[config.mk]
export PLATFORM = sky130hd
export DESIGN_NAME = mul_disp_ctrl
export DESIGN_NICKNAME = d
export VERILOG_FILES = /design/src/rtl/mul_disp_ctrl.sv
export SDC_FILE = /design/constraint.sdc
export NUM_CORES = 1
export LEC_CHECK = 0
export ABC_AREA = 0
export CAP_MARGIN = 5
export CORE_UTILIZATION = 53
export DETAILED_ROUTE_END_ITERATION = 10
export GPL_ROUTABILITY_DRIVEN = 0
export PLACE_DENSITY = 0.87
export SLEW_MARGIN = 15
export SYNTH_ARGS = -nofsm -noshare
export SYNTH_HDL_FRONTEND = slang
export SYNTH_SLANG_ARGS = --single-unit
[constraint.sdc]
create_clock -name clk -period 2.05 [get_ports clk]
set_input_delay 0.3075 -clock clk [delete_from_list [all_inputs] [get_ports clk]]
set_output_delay 0.3075 -clock clk [all_outputs]
set_load 0.02 [all_outputs]
[src/rtl/mul_disp_ctrl.sv]
// Multiplier sequencer: launches the 8x8 core, converts its product to BCD by
// shift-add-3, and publishes the digits atomically to a free-running 4-digit scanner.
module mul_disp_ctrl #(
    parameter int SCAN_DIV = 4,
    parameter int TIMEOUT  = 255
) (
    input  logic        clk,
    input  logic        rst,
    input  logic        start,
    input  logic [7:0]  a_in,
    input  logic [7:0]  b_in,
    output logic        mul_go,
    output logic [7:0]  mul_a,
    output logic [7:0]  mul_b,
    input  logic        mul_done,
    input  logic [15:0] mul_p,
    output logic        busy,
    output logic        done,
    output logic        err,
    output logic        ovf,
    output logic [19:0] bcd,
    output logic [3:0]  segen,
    output logic [3:0]  disp_bcd
);

    typedef enum logic [1:0] {
        ST_IDLE    = 2'd0,
        ST_LAUNCH  = 2'd1,
        ST_WAIT    = 2'd2,
        ST_CONVERT = 2'd3
    } state_t;

    // One shift-add-3 iteration on the {bcd[19:0], bin[15:0]} working register.
    function automatic logic [35:0] dd_step(input logic [35:0] w);
        logic [35:0] t;
        t = w;
        for (int i = 0; i < 5; i++) begin
            t[16+4*i +: 4] = (t[16+4*i +: 4] >= 4'd5) ? (t[16+4*i +: 4] + 4'd3)
                                                       : t[16+4*i +: 4];
        end
        return {t[34:0], 1'b0};
    endfunction

    state_t      state_r;
    logic [35:0] work_r;
    logic [3:0]  iter_r;
    logic [15:0] tcnt_r;
    logic [15:0] scan_cnt_r;
    logic [35:0] step_s;
    logic [35:0] first_s;

    // The capture edge already performs the first iteration, leaving 15 more in CONVERT.
    assign step_s  = dd_step(work_r);
    assign first_s = dd_step({20'd0, mul_p});

    // Sequencer FSM with registered handshake and status outputs.
    always_ff @(posedge clk) begin
        if (rst) begin
            state_r <= ST_IDLE;
            mul_go  <= 1'b0;
            mul_a   <= 8'd0;
            mul_b   <= 8'd0;
            busy    <= 1'b0;
            done    <= 1'b0;
            err     <= 1'b0;
            ovf     <= 1'b0;
            bcd     <= 20'd0;
            work_r  <= 36'd0;
            iter_r  <= 4'd0;
            tcnt_r  <= 16'd0;
        end else begin
            mul_go <= 1'b0;
            done   <= 1'b0;
            case (state_r)
                ST_IDLE: begin
                    if (start) begin
                        mul_a   <= a_in;
                        mul_b   <= b_in;
                        err     <= 1'b0;
                        mul_go  <= 1'b1;
                        busy    <= 1'b1;
                        state_r <= ST_LAUNCH;
                    end
                end
                ST_LAUNCH: begin
                    tcnt_r  <= 16'd0;
                    state_r <= ST_WAIT;
                end
                ST_WAIT: begin
                    if (mul_done) begin
                        work_r  <= first_s;
                        iter_r  <= 4'd1;
                        state_r <= ST_CONVERT;
                    end else if (tcnt_r >= 16'(TIMEOUT - 1)) begin
                        err     <= 1'b1;
                        busy    <= 1'b0;
                        state_r <= ST_IDLE;
                    end else if (tcnt_r != 16'hFFFF) begin
                        tcnt_r <= tcnt_r + 16'd1;
                    end
                end
                ST_CONVERT: begin
                    if (iter_r == 4'd15) begin
                        bcd     <= step_s[35:16];
                        ovf     <= |step_s[35:32];
                        done    <= 1'b1;
                        busy    <= 1'b0;
                        state_r <= ST_IDLE;
                    end else begin
                        work_r <= step_s;
                        iter_r <= iter_r + 4'd1;
                    end
                end
                default: begin
                    busy    <= 1'b0;
                    state_r <= ST_IDLE;
                end
            endcase
        end
    end

    // Free-running digit scanner, independent of the sequencer.
    always_ff @(posedge clk) begin
        if (rst) begin
            scan_cnt_r <= 16'd0;
            segen      <= 4'b0001;
        end else if (scan_cnt_r >= 16'(SCAN_DIV - 1)) begin
            scan_cnt_r <= 16'd0;
            segen      <= {segen[2:0], segen[3]};
        end else begin
            scan_cnt_r <= scan_cnt_r + 16'd1;
        end
    end

    // Digit mux driven from the published digits only.
    always_comb begin
        disp_bcd = 4'd0;
        case (segen)
            4'b0001: disp_bcd = bcd[3:0];
            4'b0010: disp_bcd = bcd[7:4];
            4'b0100: disp_bcd = bcd[11:8];
            4'b1000: disp_bcd = bcd[15:12];
            default: disp_bcd = 4'd0;
        endcase
    end

endmodule

== Word level (Yosys, flattened, before mapping) ==
Cells that the tools add are included.
Storage, ports and cells
  logic and storage cells: 97
  register bits: 119
  output and inout bits: 49
  input bits: 36
Cells by class
  equality and inequality tests: 18
  add/sub/neg operators: 8
  bitwise operators: 2
  magnitude comparators: 7
  reductions and logical operators: 16
  muxes and demuxes: 32
Operators by type and width (number)
  $mux W36: 2
  $pmux W36 S2: 1
  $mux W16: 3
  $add A16 B1 Y16 const B: 2
  $pmux W16 S2: 1
  $mux W4: 6
  $ge A4 B3 Y1 const B: 5
  $add A4 B2 Y4 const B: 4
  $ge A16 B2 Y1 const B: 1
  $ge A16 B8 Y1 const B: 1
  $ne A16 B16 Y1 const B: 1
  $ne A2 B2 Y1 const B: 8
  $pmux W4 S4: 1
  $mux W1: 9
  $eq A4 B4 Y1 const B: 2
  $mux W2: 4
  $pmux W2 S4: 1
  $pmux W4 S2: 1
  $reduce_and A4 Y1: 2
  $reduce_and A3 Y1: 2
  $reduce_bool A2 Y1: 3
  $reduce_or A2 Y1: 3
  $reduce_and A5 Y1: 1
  $add A4 B1 Y4 const B: 1
  15 further kinds: 18

== Depth between registers and ports, before layout ==
  depth in word-level cells: 5
  gate-level depth with buffers: 7
  depth with buffers taken out: 6

== Worst setup path after synthesis ==
OpenSTA, ideal clock, no wires.
  path kind: register to output
  start point: reg segen[3]
  end point: out disp_bcd[0]
  cell stages (with the launch flop): 4
  setup slack: 0.367 ns
  data arrival time: 1.376 ns
  cell sequence: dfxtp_1 -> nor3b_1 -> a2bb2oi_1 -> o22ai_1
Between the ends
  longest elaborated chain between the ends: 2
  elaborated cells between the ends (all ways): 5
  classes of those cells: 4 x eq/ne; 1 x mux
Ends and longest elaborated chain
  start: declaration: line 22  | output logic [3:0] segen,
  start signal: assignment: line 129  | segen <= {segen[2:0], segen[3]};
  $eq A4 B4 Y1, or another cell as far along: line 138  | case (segen)
  $pmux W4 S4 *: line 138
  end: declaration: line 23  | output logic [3:0] disp_bcd
Mark *: on every way between the ends. The rest lies on a longest branch, timed or not.

== Final worst setup path ==
  start point: reg segen[2]
  end point: out disp_bcd[0]
Same word-level chain as after synthesis.

==> metrics.log <==
INFO  metric timing.critical_path.buf_inv = 1
INFO  metric totalWireLength = 12300 µm
INFO  metric maxCapViolCount = 0
INFO  metric layout_fillers = roughly 600
INFO  metric synthesis.area_per_instance = 8.792 µm²
INFO  metric finalHoldViolCount = 0
INFO  metric synth_top_family_by_area = simple AND/OR/NAND/NOR gates
INFO  metric reg2reg_depth = 4
INFO  metric yosys_most_used_dff = sky130_fd_sc_hd__dfxtp_1
INFO  metric post_synth_inst_count = about 560
INFO  metric number_of_enable_type_register_cells_in_the_synthesized_netlist = 0
INFO  metric timing.critical_path.slowest_cell_delay = approximately 0.37 ns
INFO  metric pin_count = 85
INFO  metric timing.max_slew.rel_slack = a little over half
INFO  metric die-width = between 90 and 100 µm
INFO  metric die_h = about 98 µm
INFO  metric floorplan.rows = 34
INFO  metric cts_buffers = 17
INFO  metric firstDrtPassIters = 9
INFO  metric timing_max_transition_violations_final = 0
INFO  metric worst_ep_required = ~1.7 ns
INFO  metric crit_path_launch = segen[2]
INFO  metric crit-reg2reg-capture = bcd[9]
INFO  metric grtUsageTotal = 26.50%
INFO  metric power.static_leakage = between 2 and 2.5 nW
INFO  metric synth_xor_xnor_area_share = about 1.2%
INFO  metric effective_utilization_at_floorplan = between 50% and 60%
INFO  metric setup_ws = approximately 0.031 ns
INFO  metric diodes = 0
INFO  metric area.growth.synth_to_final = 33.35%
INFO  metric timing.reg2reg.setup_slack = about 0.15 ns
INFO  metric max_slew.worst_pin.slew = just under 0.7 ns
INFO  metric ir_worst_vdd = 0.6185 mV
INFO  metric rsz0062_at_grt = true
INFO  metric core = 8848 µm²
INFO  metric h-tree-depth = 4
INFO  metric post_synth_mux_area_share = 1.960%
INFO  metric postLayoutCellArea = ~6600 µm²
INFO  metric grt_max_degree = 27
INFO  metric numClockSinks = around 120
INFO  metric clock_tree.root_cell = sky130_fd_sc_hd__clkbuf_8
INFO  metric powerDensity = around 900 nW/µm²
INFO  metric finish.utilization = between 70% and 80%
INFO  metric critical_path.top_delay_family = compound AO/OA/AOI/OAI gates
INFO  metric first_iter_violations = 241
INFO  metric setup-violations-final = 0
INFO  metric max_freq = 495.3 MHz
INFO  metric numPlacedInstances = around 750
INFO  metric critPathArrivalTime = between 1.5 and 2 ns
INFO  metric failed_checks = design-rule violations
INFO  metric endpoint_kind = primary output
INFO  metric worst_setup_path_endpoint = disp_bcd[0]
INFO  metric cts-hold-fix-buffers = 0
INFO  metric first_pass_grt_wire_length = just over 20000 µm
INFO  metric grt_pass1_vias = 4461
INFO  metric critical-path-slowest-cell = sky130_fd_sc_hd__dfxtp_4
INFO  metric postSynth.asyncResetShare = 0%
INFO  metric die_area = approximately 9700 µm²
INFO  metric dpl-instance-area = between 5000 and 6000 µm²
INFO  metric final_nets = just over 700
INFO  metric synth_fa_ha_area_share = roughly 3.6%
INFO  metric routed-via-count = 4431
INFO  metric run_status = finished with violations
INFO  metric final_antenna_net_count = 0
INFO  metric crit_chain = nor2b_4 -> a22oi_1 -> a2bb2oi_1 -> o22ai_1 -> buf_2
INFO  metric detail_route.drc_violations = 4
INFO  metric grt_antenna_before_repair = 0
INFO  metric crit_cells = 5
INFO  metric startpoint_types = register
INFO  metric tritoncts = done
INFO  metric yosysUniqueCellTypes = 57
INFO  metric worstReg2RegStart = iter_r[0]
INFO  metric syn-cell-area = a little under 5000 µm²
INFO  metric drive_gt1_share = 12.08%
INFO  metric clk_pin_slew_worst_paths = approximately 0.06 ns
INFO  metric period_needed = slightly above 2 ns
INFO  metric vias_per_cell = roughly 5.6
INFO  metric wl_per_cell = around 16 µm
INFO  metric cp_max_fo = 7
INFO  metric synth.yosys.seq_area_share = 48.07%
INFO  metric layoutNonFillerInstCount = 787
INFO  metric hold_path.class = in2reg
INFO  metric ys_warn_count = 0
INFO  metric totalNegativeSetupSlack = 0 ns
INFO  metric bufs_on_longest_clock_path = 2
INFO  metric synthSimpleGateAreaFrac = 22.58%
INFO  metric compound_cell_area_share_of_the_yosys_netlist = between 15 and 20%
INFO  metric globalRoute.totalOverflow = 0
INFO  metric dpl_worst_slack = -0.05193 ns
INFO  metric critPathKind = reg2out
INFO  metric port-buffer-count = 84
INFO  metric final_min_period_over_clock_period = ~98%
INFO  metric finClkSkew = roughly 0.012 ns
INFO  metric clock_latency = ~0.52 ns
INFO  metric synth.ff_latch_count = approximately 120
INFO  metric place.detailed.hpwl = 8137 µm
==> through the flow <==
step           hold WS, ns  total power [mW]
2_1_floorplan       0.4084             2.850
3_3_place_gp        0.4185             3.070
3_5_place_dp        0.4325             3.096
4_1_cts             0.2091             5.890
5_1_grt             0.2367             6.076
6_report            0.2226             5.876
==> layout make-up <==
| class | count | area [µm²] | share of cell area (%) |
|---|---|---|---|
| clock inverters | 12 | 130.1 | 1.985 |
| inverters | 18 | 67.56 | 1.031 |
| flip-flops and latches | 118 | 2371 | 36.18 |
| clock buffers | 20 | 435.4 | 6.644 |
| well taps | 108 | 135.1 | 2.062 |
| multi-input cells | 406 | 2429 | 37.06 |
| repair buffers | 105 | 985.9 | 15.04 |
==> Yosys cell counts (all sizes together) (11+ instances only) <==
master  count  area [µm²]
dfxtp     118        2362
nand2      87       326.6
a21oi      39       195.2
nor2       39       151.4
o21ai      22       113.9
nand3      21       105.1
o22ai      19       118.9
inv        18       67.56
clkbuf     17       63.81
a311oi     15       131.4
and2       15       93.84
buf        14       88.84
ha         14       175.2
nor3       12       60.06
or3        12       75.07
nand2b     11       68.82
==> worst min-delay path by stage <==
stage | end | depth (start not counted) | from | slack, ns
6_report | iter_r[1] | 2 | rst | 0.22
5_1_grt | iter_r[1] | 2 | rst | 0.24
2_1_floorplan | scan_cnt_r[0] | 1 | scan_cnt_r[0] | 0.41
3_5_place_dp | scan_cnt_r[0] | 1 | scan_cnt_r[0] | 0.43
4_1_cts | iter_r[1] | 2 | rst | 0.21
3_3_place_gp | scan_cnt_r[0] | 1 | scan_cnt_r[0] | 0.42
==> repair_timing <==
| item | CTS | global route |
|---|---|---|
| resized for setup | 25 | 4 |
| buffers inserted | 0 | 0 |
| setup endpoints to repair | 20 | 10 |
| pin swaps | 0 | 1 |
| endpoints found under the hold margin | 0 | 0 |
| gates cloned | 0 | 1 |
==> power by group <==
| group | leakage, nW | internal (mW) | switching [mW] | total [mW] |
|---|---|---|---|---|
| clock | 0.263 | 1.75 | 1.05 | 2.80 |
| combinational | 1.17 | 0.273 | 0.346 | 0.619 |
| sequential | 0.963 | 2.39 | 0.0628 | 2.46 |
| total | 2.39 | 4.42 | 1.46 | 5.88 |
==> worst register-to-register path, cell delays in order (launching register included) <==
cell and delay (ns):
sky130_fd_sc_hd__dfxtp_1 0.40, sky130_fd_sc_hd__ha_1 0.24, sky130_fd_sc_hd__nand3_1 0.30, sky130_fd_sc_hd__or3_1 0.61, sky130_fd_sc_hd__o22ai_1 0.26
==> layout by cell type, fill, tap and decap left out, types with 11 or more instances in the layout <==
cell,instances
sky130_fd_sc_hd__a21oi_1,39
sky130_fd_sc_hd__a311oi_1,15
sky130_fd_sc_hd__and2_1,14
sky130_fd_sc_hd__buf_4,20
sky130_fd_sc_hd__clkbuf_16,16
sky130_fd_sc_hd__clkdlybuf4s50_1,79
sky130_fd_sc_hd__conb_1,14
sky130_fd_sc_hd__dfxtp_1,115
sky130_fd_sc_hd__ha_1,14
sky130_fd_sc_hd__inv_1,18
sky130_fd_sc_hd__nand2_1,87
sky130_fd_sc_hd__nand2b_1,11
sky130_fd_sc_hd__nand3_1,21
sky130_fd_sc_hd__nor2_1,37
sky130_fd_sc_hd__nor3_1,12
sky130_fd_sc_hd__o21ai_0,20
sky130_fd_sc_hd__o22ai_1,19
sky130_fd_sc_hd__or3_1,12
==> registers in the layout, indices dropped and copies added (netlist names) <==
signal      cells
work_r         35
bcd            20
scan_cnt_r     16
tcnt_r         16
mul_a           8
mul_b           8
iter_r          4
segen           4
state_r         2
busy            1
done            1
err             1
mul_go          1
ovf             1
==> cell families (layout without fill, tap and decap cells) <==
| family | after synthesis | count (layout) |
|---|---|---|
| flip-flops | 118 | 118 |
| adder cells (fa/ha/maj) | 14 | 14 |
| AO/OA/AOI/OAI | 135 | 136 |
| multiplexers | 9 | 9 |
| AND/OR/NAND/NOR | 226 | 226 |
| buffers and inverters | 49 | 155 |
| XOR/XNOR | 7 | 7 |
| other | 1 | 14 |
==> metal layers <==
metal,GRT usage (%),part of all wire [%]
met1,30.92,42
met2,45.40,49
met3,8.017,6.7
met4,10.79,2.4
met5,0,0
Note: power is estimated with default switching activity, not from simulation.
